$ cat src/rtl/iq_rx_pkg.sv
`default_nettype none
// ============================================================================
//  Module      : iq_rx_pkg
//  Description : Shared definitions for the I/Q receive demodulator.
//                LUT geometry, quarter-wave sine table, cos/-sin lookup
//                helpers used to build the 256-entry LO tables, the sat8
//                clamp and the FIFO write state encoding.
//  Revision    : 1.0 - initial release
// ============================================================================
package iq_rx_pkg;

    localparam int LUT_WIDTH = 8;
    localparam int LUT_DEPTH = 256;
    localparam int LUT_QTR   = LUT_DEPTH / 4;

    typedef logic signed [LUT_WIDTH-1:0] lut_word_t;

    // round(127*sin(2*pi*k/256)) for k = 0..64; the other three quadrants
    // follow by symmetry.
    localparam lut_word_t SIN_QTR [LUT_QTR+1] = '{
        8'd0,   8'd3,   8'd6,   8'd9,   8'd12,  8'd16,  8'd19,  8'd22,
        8'd25,  8'd28,  8'd31,  8'd34,  8'd37,  8'd40,  8'd43,  8'd46,
        8'd49,  8'd51,  8'd54,  8'd57,  8'd60,  8'd63,  8'd65,  8'd68,
        8'd71,  8'd73,  8'd76,  8'd78,  8'd81,  8'd83,  8'd85,  8'd88,
        8'd90,  8'd92,  8'd94,  8'd96,  8'd98,  8'd100, 8'd102, 8'd104,
        8'd106, 8'd107, 8'd109, 8'd111, 8'd112, 8'd113, 8'd115, 8'd116,
        8'd117, 8'd118, 8'd120, 8'd121, 8'd122, 8'd122, 8'd123, 8'd124,
        8'd125, 8'd125, 8'd126, 8'd126, 8'd126, 8'd127, 8'd127, 8'd127,
        8'd127
    };

    // Full-cycle sine from the quarter table (phase 0..255 = 0..2*pi).
    function automatic lut_word_t sin_lookup(input logic [7:0] p);
        logic [5:0] k;
        k = p[5:0];
        case (p[7:6])
            2'd0:    return SIN_QTR[k];
            2'd1:    return SIN_QTR[7'd64 - {1'b0, k}];
            2'd2:    return -SIN_QTR[k];
            default: return -SIN_QTR[7'd64 - {1'b0, k}];
        endcase
    endfunction

    // cos_lut[p] = round(127*cos(2*pi*p/256))
    function automatic lut_word_t cos_lut(input logic [7:0] p);
        return sin_lookup(p + 8'd64);
    endfunction

    // nsin_lut[p] = -round(127*sin(2*pi*p/256))
    function automatic lut_word_t nsin_lut(input logic [7:0] p);
        return -sin_lookup(p);
    endfunction

    // Clamp a signed value to the signed 8-bit range.
    function automatic logic signed [7:0] sat8(input logic signed [31:0] x);
        if (x > 32'sd127) begin
            return 8'sh7F;
        end else if (x < -32'sd128) begin
            return 8'sh80;
        end else begin
            return x[7:0];
        end
    endfunction

    typedef enum logic [1:0] {
        IDLE = 2'd0,
        WR_I = 2'd1,
        WR_Q = 2'd2
    } wr_state_e;

endpackage
`default_nettype wire

$ cat src/rtl/iq_demod_if.sv
`default_nettype none
// ============================================================================
//  Module      : iq_demod_if
//  Description : Sample input and FIFO write-side bundle of iq_demod.
//                slave  : the demodulator (consumes samples, writes FIFO)
//                master : the surrounding system / testbench
//  Ports       : en, adc_data, phase   - qualified ADC sample and LO phase
//                fifo_usedw            - FIFO fill level in bytes
//                fifo_data, fifo_wr    - FIFO byte write
//                overflow, ovf_clr     - sticky drop flag and its clear
//  Revision    : 1.0 - initial release
// ============================================================================
interface iq_demod_if;
    logic        en;
    logic [7:0]  adc_data;
    logic [7:0]  phase;
    logic [11:0] fifo_usedw;
    logic [7:0]  fifo_data;
    logic        fifo_wr;
    logic        overflow;
    logic        ovf_clr;

    modport master (
        output en, adc_data, phase, fifo_usedw, ovf_clr,
        input  fifo_data, fifo_wr, overflow
    );

    modport slave (
        input  en, adc_data, phase, fifo_usedw, ovf_clr,
        output fifo_data, fifo_wr, overflow
    );
endinterface
`default_nettype wire

$ cat src/rtl/trig_lut.sv
`default_nettype none
// ============================================================================
//  Module      : trig_lut
//  Description : Registered dual-output LO ROM, 1-cycle latency.
//                Output registers only load on qualified samples so the
//                tables line up with the registered ADC sample.
//  Ports       : clk     - system clock
//                en_i    - load enable (sample qualifier)
//                phase_i - LO phase, 0..255 = one cycle
//                cos_o   - cos_lut[phase]
//                nsin_o  - nsin_lut[phase]
//  Revision    : 1.0 - initial release
// ============================================================================
module trig_lut
    import iq_rx_pkg::*;
(
    input  logic       clk,
    input  logic       en_i,
    input  logic [7:0] phase_i,
    output lut_word_t  cos_o,
    output lut_word_t  nsin_o
);

    lut_word_t cos_rom  [LUT_DEPTH];
    lut_word_t nsin_rom [LUT_DEPTH];
    lut_word_t cos_q;
    lut_word_t nsin_q;

    // Table contents are constants folded at elaboration.
    for (genvar p = 0; p < LUT_DEPTH; p++) begin : g_rom
        assign cos_rom[p]  = cos_lut(8'(p));
        assign nsin_rom[p] = nsin_lut(8'(p));
    end

    // No reset: block-RAM output registers; validity is tracked upstream.
    always_ff @(posedge clk) begin
        if (en_i) begin
            cos_q  <= cos_rom[phase_i];
            nsin_q <= nsin_rom[phase_i];
        end
    end

    assign cos_o  = cos_q;
    assign nsin_o = nsin_q;

endmodule
`default_nettype wire

$ cat src/rtl/iq_demod.sv
`default_nettype none
// ============================================================================
//  Module      : iq_demod
//  Description : I/Q mixer + integrate-and-dump decimator. Each block of
//                2^DECIM_LOG2 qualified samples produces one I/Q byte pair,
//                written to the FIFO as I then Q, or dropped (sticky
//                overflow) when fewer than two bytes are free.
//  Parameters  : DECIM_LOG2 - log2 decimation ratio (2..12)
//                FIFO_DEPTH - FIFO capacity in bytes
//  Ports       : clk, rst   - system clock, synchronous active-high reset
//                bus        - iq_demod_if.slave (samples in, FIFO out)
//  Revision    : 1.0 - initial release
// ============================================================================
module iq_demod
    import iq_rx_pkg::*;
#(
    parameter int DECIM_LOG2 = 4,
    parameter int FIFO_DEPTH = 4096
) (
    input  logic      clk,
    input  logic      rst,
    iq_demod_if.slave bus
);

    localparam int ACC_W = 16 + DECIM_LOG2;
    localparam int SHIFT = DECIM_LOG2 + 7;
    localparam logic [DECIM_LOG2-1:0] CNT_LAST = '1;
    localparam logic [DECIM_LOG2-1:0] CNT_ONE  = DECIM_LOG2'(1);

    // ---------------- Stage 1: sample + LO lookup ----------------
    lut_word_t          cos_w;
    lut_word_t          nsin_w;
    logic signed [7:0]  adc_q;
    logic               v1_q;

    trig_lut u_trig_lut (
        .clk     (clk),
        .en_i    (bus.en),
        .phase_i (bus.phase),
        .cos_o   (cos_w),
        .nsin_o  (nsin_w)
    );

    // The valid bit follows en directly so gaps simply flow down the pipe.
    always_ff @(posedge clk) begin
        if (rst) begin
            adc_q <= '0;
            v1_q  <= 1'b0;
        end else begin
            v1_q <= bus.en;
            if (bus.en) begin
                adc_q <= bus.adc_data;
            end
        end
    end

    // ---------------- Stage 2: multiply ----------------
    logic signed [15:0] prod_ich_q;
    logic signed [15:0] prod_qch_q;
    logic               v2_q;

    always_ff @(posedge clk) begin
        if (rst) begin
            prod_ich_q <= '0;
            prod_qch_q <= '0;
            v2_q       <= 1'b0;
        end else begin
            v2_q       <= v1_q;
            prod_ich_q <= 16'(adc_q) * 16'(cos_w);
            prod_qch_q <= 16'(adc_q) * 16'(nsin_w);
        end
    end

    // ---------------- Stage 3: integrate and dump ----------------
    logic signed [ACC_W-1:0] acc_ich_q;
    logic signed [ACC_W-1:0] acc_qch_q;
    logic [DECIM_LOG2-1:0]   cnt_q;
    logic signed [7:0]       hold_ich_q;
    logic signed [7:0]       hold_qch_q;
    logic signed [ACC_W-1:0] sum_ich;
    logic signed [ACC_W-1:0] sum_qch;
    logic signed [ACC_W-1:0] shr_ich;
    logic signed [ACC_W-1:0] shr_qch;
    logic                    dump;

    assign sum_ich = acc_ich_q + ACC_W'(prod_ich_q);
    assign sum_qch = acc_qch_q + ACC_W'(prod_qch_q);
    // Arithmetic shift: divides by 2^DECIM_LOG2 samples and 2^7 LUT gain.
    assign shr_ich = sum_ich >>> SHIFT;
    assign shr_qch = sum_qch >>> SHIFT;
    assign dump    = v2_q && (cnt_q == CNT_LAST);

    always_ff @(posedge clk) begin
        if (rst) begin
            acc_ich_q  <= '0;
            acc_qch_q  <= '0;
            cnt_q      <= '0;
            hold_ich_q <= '0;
            hold_qch_q <= '0;
        end else if (v2_q) begin
            cnt_q <= cnt_q + CNT_ONE;
            if (dump) begin
                acc_ich_q  <= '0;
                acc_qch_q  <= '0;
                hold_ich_q <= sat8(32'(shr_ich));
                hold_qch_q <= sat8(32'(shr_qch));
            end else begin
                acc_ich_q <= sum_ich;
                acc_qch_q <= sum_qch;
            end
        end
    end

    // ---------------- FIFO write FSM ----------------
    // A dump is at least 4 cycles after the previous one, so the 2-cycle
    // burst is always finished and the FSM sits in IDLE at every dump.
    wr_state_e  state_q;
    wr_state_e  state_d;
    logic       ovf_set;
    logic       room;
    logic       fifo_wr_q;
    logic [7:0] fifo_data_q;
    logic       overflow_q;

    assign room = (int'(bus.fifo_usedw) <= FIFO_DEPTH - 2);

    always_comb begin
        state_d = state_q;
        ovf_set = 1'b0;
        case (state_q)
            IDLE: begin
                if (dump) begin
                    if (room) begin
                        state_d = WR_I;
                    end else begin
                        ovf_set = 1'b1;
                    end
                end
            end
            WR_I:    state_d = WR_Q;
            WR_Q:    state_d = IDLE;
            default: state_d = IDLE;
        endcase
    end

    // Outputs are registered from the state, so the I byte appears the
    // cycle after the state enters WR_I and the Q byte the cycle after.
    always_ff @(posedge clk) begin
        if (rst) begin
            state_q     <= IDLE;
            fifo_wr_q   <= 1'b0;
            fifo_data_q <= 8'h00;
            overflow_q  <= 1'b0;
        end else begin
            state_q   <= state_d;
            fifo_wr_q <= (state_q == WR_I) || (state_q == WR_Q);
            if (state_q == WR_I) begin
                fifo_data_q <= hold_ich_q;
            end else if (state_q == WR_Q) begin
                fifo_data_q <= hold_qch_q;
            end
            // Set has priority over clear.
            if (ovf_set) begin
                overflow_q <= 1'b1;
            end else if (bus.ovf_clr) begin
                overflow_q <= 1'b0;
            end
        end
    end

    assign bus.fifo_wr   = fifo_wr_q;
    assign bus.fifo_data = fifo_data_q;
    assign bus.overflow  = overflow_q;

endmodule
`default_nettype wire
$ cat src/flat_wrapper.sv
// flat-port wrapper written by rule: the top's interface ports become plain ports
module iq_demod_flat import iq_rx_pkg::*;
#(
    parameter int DECIM_LOG2 = 4,
    parameter int FIFO_DEPTH = 4096
)
  (clk, rst, bus_en, bus_adc_data, bus_phase, bus_fifo_usedw, bus_ovf_clr, bus_fifo_data, bus_fifo_wr, bus_overflow);
  iq_demod_if bus_i ();
  input  logic clk;
  input  logic rst;
  input wire logic [$bits(bus_i.en)-1:0] bus_en;
  input wire logic [$bits(bus_i.adc_data)-1:0] bus_adc_data;
  input wire logic [$bits(bus_i.phase)-1:0] bus_phase;
  input wire logic [$bits(bus_i.fifo_usedw)-1:0] bus_fifo_usedw;
  input wire logic [$bits(bus_i.ovf_clr)-1:0] bus_ovf_clr;
  output wire logic [$bits(bus_i.fifo_data)-1:0] bus_fifo_data;
  output wire logic [$bits(bus_i.fifo_wr)-1:0] bus_fifo_wr;
  output wire logic [$bits(bus_i.overflow)-1:0] bus_overflow;
  assign bus_i.en = bus_en;
  assign bus_i.adc_data = bus_adc_data;
  assign bus_i.phase = bus_phase;
  assign bus_i.fifo_usedw = bus_fifo_usedw;
  assign bus_i.ovf_clr = bus_ovf_clr;
  assign bus_fifo_data = bus_i.fifo_data;
  assign bus_fifo_wr = bus_i.fifo_wr;
  assign bus_overflow = bus_i.overflow;
  iq_demod #(.DECIM_LOG2(DECIM_LOG2), .FIFO_DEPTH(FIFO_DEPTH)) u_core (.clk(clk), .rst(rst), .bus(bus_i));
endmodule
$ cat config.mk
export PLATFORM = sky130hd
export DESIGN_NAME = iq_demod_flat
export DESIGN_NICKNAME = d
export VERILOG_FILES = /design/src/rtl/iq_rx_pkg.sv /design/src/rtl/iq_demod_if.sv /design/src/rtl/trig_lut.sv /design/src/rtl/iq_demod.sv /design/src/flat_wrapper.sv
export SDC_FILE = /design/constraint.sdc
export NUM_CORES = 1
export LEC_CHECK = 0
export CORE_MARGIN = 2
export CORE_UTILIZATION = 45
export CTS_CLUSTER_DIAMETER = 120
export CTS_CLUSTER_SIZE = 25
export DETAILED_ROUTE_END_ITERATION = 7
export PLACE_DENSITY = 0.66
export SYNTH_ARGS = -nofsm -noshare
export SYNTH_HDL_FRONTEND = slang
export SYNTH_HIERARCHICAL = 1
export SYNTH_SLANG_ARGS = --single-unit
$ cat constraint.sdc
create_clock -name clk -period 4.45 [get_ports clk]
set_input_delay 0.89 -clock clk [delete_from_list [all_inputs] [get_ports clk]]
set_output_delay 0.89 -clock clk [all_outputs]
set_load 0.1 [all_outputs]
After elaboration in Yosys (flattened, before gate mapping)
Memory sizes are Yosys's and may differ from the RTL's. A register that Yosys moved wholly into a read port is not among the register bits.
Index checks and enable logic that the tools add are counted.
{"block": "totals", "mem_bits_ro": 4096, "output_inout_bits": 10, "reg_bits": 114, "mem_count": 2, "wordCells": 55, "input_bits": 32}
{"memory": "(name not given)", "depth": 256, "width": 8, "read_ports": 1, "rd_ports_with_merged_regs": 1, "wr": 0, "line": "trig_lut.sv:39", "text": "nsin_q <= nsin_rom[phase_i];"}
{"memory": "(name not given)", "depth": 256, "width": 8, "read_ports": 1, "rd_ports_with_merged_regs": 1, "wr": 0, "line": "trig_lut.sv:38", "text": "cos_q <= cos_rom[phase_i];"}
{"block": "classes", "addsub": 3, "bitwise_logic": 1, "n_mux": 16, "eq_ne": 5, "multipliers": 2, "magnitude_cmp": 5, "reduce_logical": 7}
{"operator": "two-way mux 8 bit", "n": 6}
{"operator": "adder 20 x 16 -> 20 bit", "n": 2}
{"operator": "two-way mux 20 bit", "n": 2}
{"operator": "multiplier 8 x 8 -> 16 bit", "n": 2}
{"operator": "greater-than comparator 9 x 8 -> 1 bit, second input constant", "n": 2}
{"operator": "less-than comparator 9 x 8 -> 1 bit, second input constant", "n": 2}
{"operator": "<= comparator 12 bit, second input constant", "n": 1}
{"operator": "inverter 8 -> 9 bit", "n": 1}
{"operator": "two-way mux 1 bit", "n": 5}
{"operator": "adder 4 x 1 -> 4 bit, second input constant", "n": 1}
{"operator": "equality test 4 bit, second input constant", "n": 1}
{"operator": "two-way mux 2 bit", "n": 2}
{"operator": "inequality test 2 x 1 -> 1 bit, second input constant", "n": 2}
{"operator": "case mux 2 bit (2 select lines)", "n": 1}
{"operator": "AND reduction 2 bit", "n": 2}
{"operator": "nonzero test 2 bit", "n": 2}
{"operator": "equality test 2 x 1 -> 1 bit, second input constant", "n": 1}
{"operator": "equality test 2 bit, second input constant", "n": 1}
{"operator": "logical NOT 2 bit", "n": 1}
{"operator": "logical AND 1 bit", "n": 1}
{"operator": "logical OR 1 bit", "n": 1}

Logic depth before layout (Yosys ltp)
{"block": "logic_depth", "ltp_word": 5, "mapped_depth": 19, "ltp_nobuf": 18}

Cells and area by module
The synthesis kept the hierarchy.
{"module": "iq_demod", "seq_area_each_um2": 2282.2, "cells_each": 1208, "area_each_um2": 10726.5, "instances": 1}
{"module": "trig_lut", "seq_area_each_um2": 480.5, "cells_each": 357, "area_each_um2": 2775.2, "instances": 1}

Worst setup path before layout
Ideal clock, no wire load.
{"block": "synth_timing", "path_type": "reg-to-reg", "start": "reg u_core.adc_q[1]", "end": "reg u_core.prod_ich_q[15]", "period_less_slack_ps": 4589, "path_slack_ps": -139, "n_path_buf": 1, "path_stages_with_launch": 17, "t_required_ps": 4329, "setup_time_ps": 121, "t_arrival_ps": 4468, "cell_sequence": "dfxtp_1 clkbuf_1 nand2_1 fa_1 fa_1 inv_1 fa_1 inv_1 fa_1 inv_1 ha_1 nand2b_1 a21boi_0 o41ai_1 o21ai_0 a31oi_1 mux2_2"}
{"block": "synth_between", "elab_chain_cells": 1}
{"element": "from (decl)", "line": "iq_demod.sv:33", "text": "logic signed [7:0] adc_q;"}
{"element": "from (signal assigned)", "line": "iq_demod.sv:52", "text": "adc_q <= bus.adc_data;"}
{"element": "multiplier 8 x 8 -> 16 bit", "line": "iq_demod.sv:69", "text": "prod_ich_q <= 16'(adc_q) * 16'(cos_w);"}
{"element": "to (signal assigned)", "line": "iq_demod.sv:69"}
{"element": "to (decl)", "line": "iq_demod.sv:58", "text": "logic signed [15:0] prod_ich_q;"}
No other way between the ends.
A chain may end at the register's enable or synchronous reset.

Final worst setup path
{"block": "layout_timing", "start": "reg u_core.u_trig_lut.cos_q[3] (netlist: u_core/u_trig_lut/cos_o[3])", "end": "reg u_core.prod_ich_q[15]"}
{"block": "layout_between", "elab_chain_cells": 1}
{"element": "from (decl)", "line": "trig_lut.sv:26", "text": "lut_word_t cos_q;"}
{"element": "multiplier 8 x 8 -> 16 bit", "line": "iq_demod.sv:69"}
No other way between the ends.

==> summary.md <==
| Metric | Value |
|---|---|
| WS Path Type | reg -> reg |
| Largest net degree at the start of global routing | 66 |
| Pleak | 6.732 nW |
| Clk_skew | 0.01474 ns |
| Crit-path cells | buf_4 > and2_1 > fa_1 > fa_1 > fa_1 > inv_1 > fa_1 > inv_1 > ha_4 > o41ai_4 > o21ai_1 > a31oi_1 > mux2_2 |
| Critical hold path startpoint | u_core/v1_q$_SDFF_PP0_ |
| Mapped Area | 13500 sq um |
| Total Nets Final | 1880 |
| Final WL | 31.70 mm |
| Max incr delay on CP | 0.55 ns |
| P&R area growth vs syn | 14.34% |
| Worst slew margin | 0.3535 |
| Synthesized instance count | 1565 |
| Setup TNS | 0 ns |
| Clock power share | 0.245 |
| Max FO, Critical Path | 6 |
| CTS max path bufs | 2 |
| Pint | 0.003418 W |
| CP delay by family, top | adder cells |
| Drt first-iter violations | 832 |
| Flop-to-flop setup slack | 0.11 ns |
| FF-to-FF Start | u_core/u_trig_lut/cos_o[3]$_DFFE_PP_ |
| Hold slack | 0.4346 ns |
| Port Buffers | 41 |
| Setup violators final | 0 |
| R2R cell count | 13 |
| Fillers | 2702 |
| Final WS setup | 0.1071 ns |
| Final Max Slew Viols | 0 |
| Main synth FF type | dfxtp_1 |
| Ports | 42 |
| Power Density | 367.3 nW/um^2 |
| NetSw | 0.002252 W |
| Hold endpoint | u_core/v2_q$_SDFF_PP0_ |
| Max_cap viols | 0 |
| Crit end category | flop |
| Initial Utilization | 0.4568 |
| Most frequent cells in the layout | inv_1, nor2_1, fa_1, dfxtp_1, ha_1 |
| Slowest CP cell | fa_1 |
| Min Tclk post-route | 4.343 ns |
| Vias in the first global route | 11103 |
| Startpoint types | flop |
| Ys async rst share | 0 |
| Clock transition at the registers of the reported paths | 0.06 ns |
| Footprint of the multi-input gates | 9889 sq um |
| First-pass GRT wire length | 53.52 mm |
| Outcome | complete, no violations |
| Worst path required time | 4.76 ns |
| EDFF count, synth | 16 |
| Cell row count | 63 |
| Drt pass-1 iters | 6 |
| Register area | 2771 sq um |
| N_diodes | 0 |
| Final ANT Viol Nets | 0 |
| Gpl congestion | 0.9071 |
| Synth cell types | 86 |
| Share of total power in combinational logic | 0.502 |
| Global router's overall resource usage | 0.2066 |
| Switching share of power | 0.3971 |
| Synth warn | 6 |
| Die X | 177.2 microns |
| Cell Count, Final, Fillers Out | 2026 |
| Root Driver | clkbuf_16 |
| Most numerous cell on the critical path | fa_1 |
| Place WS | -0.02896 ns |
| Most common cell after layout, fill and taps aside | inv_1 |
| Register area share after synthesis | 0.2046 |
| Synthesized area per cell | 8.627 sq um |
| Core area | 29560 sq um |
| Grt ovf | 0 |
| Cts bufs inserted | 17 |
| FF+latch count, synth | 130 |
| Die Ht | 177.2 microns |
| CTS tree | done |
| Maximum level of the CTS H-tree | 4 |
| Clk_lat worst skew | 0.43 ns |
| Wire per inst | 15.65 microns |
| Fin crit share | 0.9759 |
| DRC violations left | 0 |
| Max Fclk | 0.2303 GHz |
| Die area | 31410 sq um |
| Worst R2R End | u_core/prod_ich_q[15]$_SDFF_PP0_ |
| Initial antenna violation count | 0 |
| Reg power frac | 0.253 |
| Post-DP HPWL | 23.72 mm |
| Arrival time at the worst endpoint | 4.65 ns |
| Slew @ Worst Pin | 0.9667 ns |
| Hold Fails Final Rpt | 0 |
| Vias | 11172 |
| Dpl cells | 1988 |
| Hold Path Stages | 1 |
| Fin util | 0.5222 |
| Layout cells sized above 1 | 0.1241 |
| Clock tree sinks | 130 |
| VDD IR max | 254.8 uV |
| Hold WC Path Type | reg -> reg |
| Syn_nets | 1822 |
| CP bufs+invs | 3 |
| DR vias/cell | 5.514 |
state kept, by name (all words and copies together) (netlist names):
signal and count:
u_core/bus.overflow 1, u_core/cnt_q 4, u_core/u_trig_lut/cos_o 8, u_core/u_trig_lut/nsin_o 8, u_core/state_q 2, u_core/bus.fifo_data 8
u_core/prod_ich_q 16, u_core/v1_q 1, u_core/adc_q 8, u_core/hold_qch_q 8, u_core/hold_ich_q 8, u_core/acc_qch_q 20
u_core/prod_qch_q 16, u_core/acc_ich_q 20, u_core/bus.fifo_wr 1, u_core/v2_q 1
logic make-up (layout without fill, tap and decap cells):
logic type | count (synthesis) | after routing | synth area share
DFF | 130 | 130 | 0.2046
adders and majority gates | 232 | 232 | 0.2766
xor gates and xnor gates | 62 | 62 | 0.04133
AOI/OAI and AO/OA | 352 | 352 | 0.1826
and+or+nand+nor | 477 | 477 | 0.1797
buffers and inverters | 273 | 344 | 0.08025
muxes | 39 | 39 | 0.03494
power groups by stage:
stage	clock network [W]	logic (W)	registers, W
global placement	0	0.00255	0.00145
floorplan	0	0.00199	0.00141
global route	0.00147	0.00323	0.00145
finish	0.00139	0.00285	0.00143
CTS	0.00141	0.00263	0.00143
detailed placement	0	0.00260	0.00146
stage by stage:
step	area, sq um	power, W
3_3_place_gp	14560	0.004003
4_1_cts	15170	0.005479
3_5_place_dp	14560	0.004059
6_report	15440	0.005670
5_1_grt	15440	0.006148
2_1_floorplan	13510	0.003403
how the worst max path moves through the flow:
stage                                         startpoint                               end  slack, ns  cells after the start
global route        u_core/u_trig_lut/cos_o[4]$_DFFE_PP_  u_core/prod_ich_q[15]$_SDFF_PP0_      -0.06                     16
floorplan           u_core/u_trig_lut/cos_o[4]$_DFFE_PP_  u_core/prod_ich_q[15]$_SDFF_PP0_       0.04                     16
detailed placement  u_core/u_trig_lut/cos_o[3]$_DFFE_PP_  u_core/prod_ich_q[15]$_SDFF_PP0_      -0.03                     13
CTS                         u_core/adc_q[4]$_SDFFE_PP0P_  u_core/prod_qch_q[15]$_SDFF_PP0_       0.01                     17
finish              u_core/u_trig_lut/cos_o[3]$_DFFE_PP_  u_core/prod_ich_q[15]$_SDFF_PP0_       0.11                     13
global placement    u_core/u_trig_lut/cos_o[4]$_DFFE_PP_  u_core/prod_ich_q[15]$_SDFF_PP0_       0.04                     16
metal layers:
metal,track usage,part of all wire,up-vias
li1,-,-,5461
met1,0.2795,0.46,5411
met2,0.3468,0.48,263
met3,0.03050,0.042,37
met4,0.05028,0.015,0
met5,0,0,-
area by class of cell:
| cell class | instances | area share |
|---|---|---|
| clock inverters | 15 | 0.01054 |
| well taps | 390 | 0.03161 |
| flip-flops and latches | 130 | 0.1795 |
| multi-input cells | 1162 | 0.6406 |
| clock buffers | 17 | 0.02756 |
| repair buffers | 114 | 0.06200 |
| inverters | 198 | 0.04814 |
cell usage after synthesis (6+ instances only):
master / number / area, sq um
a22oi_1: 22 / 165.2
and3_1: 7 / 43.79
nor3b_1: 7 / 52.55
maj3_2: 7 / 78.83
xnor2_1: 40 / 350.3
nand4_1: 9 / 56.30
o311ai_0: 6 / 52.55
mux4_2: 6 / 135.1
fa_1: 112 / 2242
o31ai_1: 7 / 52.55
a211o_1: 6 / 52.55
nand3_1: 23 / 115.1
nor2b_1: 40 / 250.2
a21o_1: 21 / 157.7
inv_1: 194 / 728.2
a31oi_1: 9 / 56.30
dfxtp_1: 114 / 2282
and2_1: 87 / 544.3
mux2i_1: 28 / 280.3
o211ai_1: 22 / 165.2
a311oi_1: 7 / 61.31
o21a_1: 11 / 82.58
a211oi_1: 27 / 202.7
or3_1: 9 / 56.30
xor2_1: 20 / 175.2
nand2_1: 86 / 322.8
o2111ai_1: 6 / 52.55
clkbuf_1: 49 / 183.9
a21oi_1: 86 / 430.4
buf_2: 17 / 85.08
a211oi_2: 8 / 100.1
a2bb2oi_1: 7 / 61.31
nor3_1: 20 / 100.1
buf_4: 6 / 45.04
nand2b_1: 22 / 137.6
edfxtp_1: 16 / 480.5
nor2_1: 136 / 510.5
o21ai_0: 49 / 245.2
ha_1: 113 / 1414
repair_timing:
item | in CTS | in global routing
gates resized for setup | 9 | 57
buffers inserted | 2 | 4
pin swaps | 3 | 26
hold buffers | 0 | 0
setup endpoints to repair | 4 | 9
Power figures use the tool's default switching activity.
==> variant, RTL diff (config.mk and constraints unchanged) <==
Set the package constant `LUT_WIDTH` to 9 (it was 8).
--- a/src/rtl/iq_rx_pkg.sv
+++ b/src/rtl/iq_rx_pkg.sv
@@ -11,3 +11,3 @@
 
-    localparam int LUT_WIDTH = 8;
+    localparam int LUT_WIDTH = 9;
     localparam int LUT_DEPTH = 256;
Formal check against the unedited RTL: no difference found for any inputs over 4 cycles, from zero or initial values and one cycle with rst high; that may be too few to reach the edited logic, so the function may still have changed.
==> variant against the original RTL <==
Total power shrank 6.1%. First-iteration DRC count shrank 8.9%. Final area rose by 4.9%. Combinational power shrank 11%. Die area grew 0.33%. Routed wire length rose by 2.9%. Sequential cell count unchanged. Area after synthesis rose by 0.33%. Global-route usage grew 0.75 points. Synthesized cell count increased by 1.9%. Clock power shrank 5%. Via count rose by 2.2%. Setup slack got worse by 0.098 ns. Clock skew fell by 0.0053 ns. Largest cell class unchanged.
==> variant: results (changes against the original RTL) <==
[global_route]
grt_use_met1_pct = 28.07  ; was 27.95%
grt_max_degree = 61  ; was 66
grt_use_total_pct = 21.41  ; was 20.66%
first_global_vias = 11586  ; was 11103
grt_pass1_wl_um = 55290  ; was 53520 um
grt_use_met2_pct = 36.72  ; was 34.68%

[synthesis]
synth_compound_area_share_pct = 17.68  ; was 18.26%
ys_top_cells_by_count = inv_1 (198), nor2_1 (163), fa_1 (118), dfxtp_1 (114), ha_1 (109)  ; was inv_1 (194), nor2_1 (136), dfxtp_1 (114), ha_1 (113), fa_1 (112)
yosys.cell_types.count = 85  ; was 86
synth_nets = 1853  ; was 1822
synth-xor-area-share_pct = 4.498  ; was 4.133%
synth-adder-area-share_pct = 28.09  ; was 27.66%
muxShareOfSynthArea_pct = 2.965  ; was 3.494%

[timing]
holdWs_ns = 0.4343  ; was 0.4346 ns
fmax_mhz = 225.2  ; was 230.3 MHz
finClkSkew_ns = 0.009451  ; was 0.01474 ns
worst_pin_slew_ns = 0.9723  ; was 0.9667 ns

[outcome]
status = finished, final reports clean  ; unchanged

[routing]
wl_met3_um = 1294  ; was 1328 um
wl_met2_um = 16040  ; was 15280 um
routed_wire_length_per_instance_um = 15.43  ; was 15.65 um
dr.pass1.iters = 5  ; was 6
via_count = 11418  ; was 11172
first_iter_violations = 758  ; was 832
wl_met1_um = 14780  ; was 14620 um

[critical_path]
critPathLaunchType = register  ; unchanged
crit_slowest_cell = edfxtp_1  ; was fa_1
worstPathArrival_ns = 4.76  ; was 4.65 ns
reg2reg_slack_ns = 0.009  ; was 0.11 ns
rr_worst_depth = 21  ; was 13
timing.critical_path.to = u_core/prod_ich_q[14]$_SDFF_PP0_  ; was u_core/prod_ich_q[15]$_SDFF_PP0_

[power]
comb_power_mw = 2.55  ; was 2.85 mW
pwr-share-seq_pct = 27.2  ; was 25.3%
power_leakage_nw = 7.198  ; was 6.732 nW
switchingPower_mw = 2.062  ; was 2.252 mW
pwr-share-comb_pct = 47.9  ; was 50.2%
ir_drop_uv = 282.9  ; was 254.8 uV

[placement]
dp_hpwl_um = 23930  ; was 23720 um
pre_cts_ws_ns = -0.2089  ; was -0.02896 ns
routabilityCongestion = 0.8918  ; was 0.9071

[clocking]
ctsResizeCount = 49  ; was 9
post-cts-setup-buffers = 18  ; was 2

[final_layout]
fill_cells = 2725  ; was 2702
final_net_count = 1970  ; was 1880
drive_gt1_share_pct = 18.97  ; was 12.41%

==> variant: through the flow <==
step / setup TNS [ns] / cells / instance area [um2]
after floorplan: -0.02438 / 1594 / 13620
after global placement: -0.2691 / 2041 / 14830
after detailed placement: -0.7825 / 2041 / 14830
after CTS: -0.02188 / 2091 / 15710
after global routing: -0.6915 / 2114 / 16190
final: 0 / 2114 / 16190
==> variant: cell families (layout without fill, tap and decap cells) <==
| group | Yosys count | after routing |
|---|---|---|
| AND/OR/NAND/NOR | 500 | 500 |
| AO/OA/AOI/OAI | 339 | 339 |
| buffers and inverters | 287 | 417 |
| adder cells (fa/ha/maj) | 234 | 234 |
| flip-flops | 130 | 130 |
| XOR/XNOR | 67 | 67 |
| multiplexers | 37 | 37 |
==> variant: area by class of cell <==
cell class / instances / share of cell area (%)
timing repair buffer: 183 / 9.527
tap: 390 / 3.013
inverter: 202 / 4.682
clock buffer: 18 / 2.712
sequential: 130 / 17.20
clock inverter: 14 / 0.7340
multi-input combinational: 1177 / 62.13
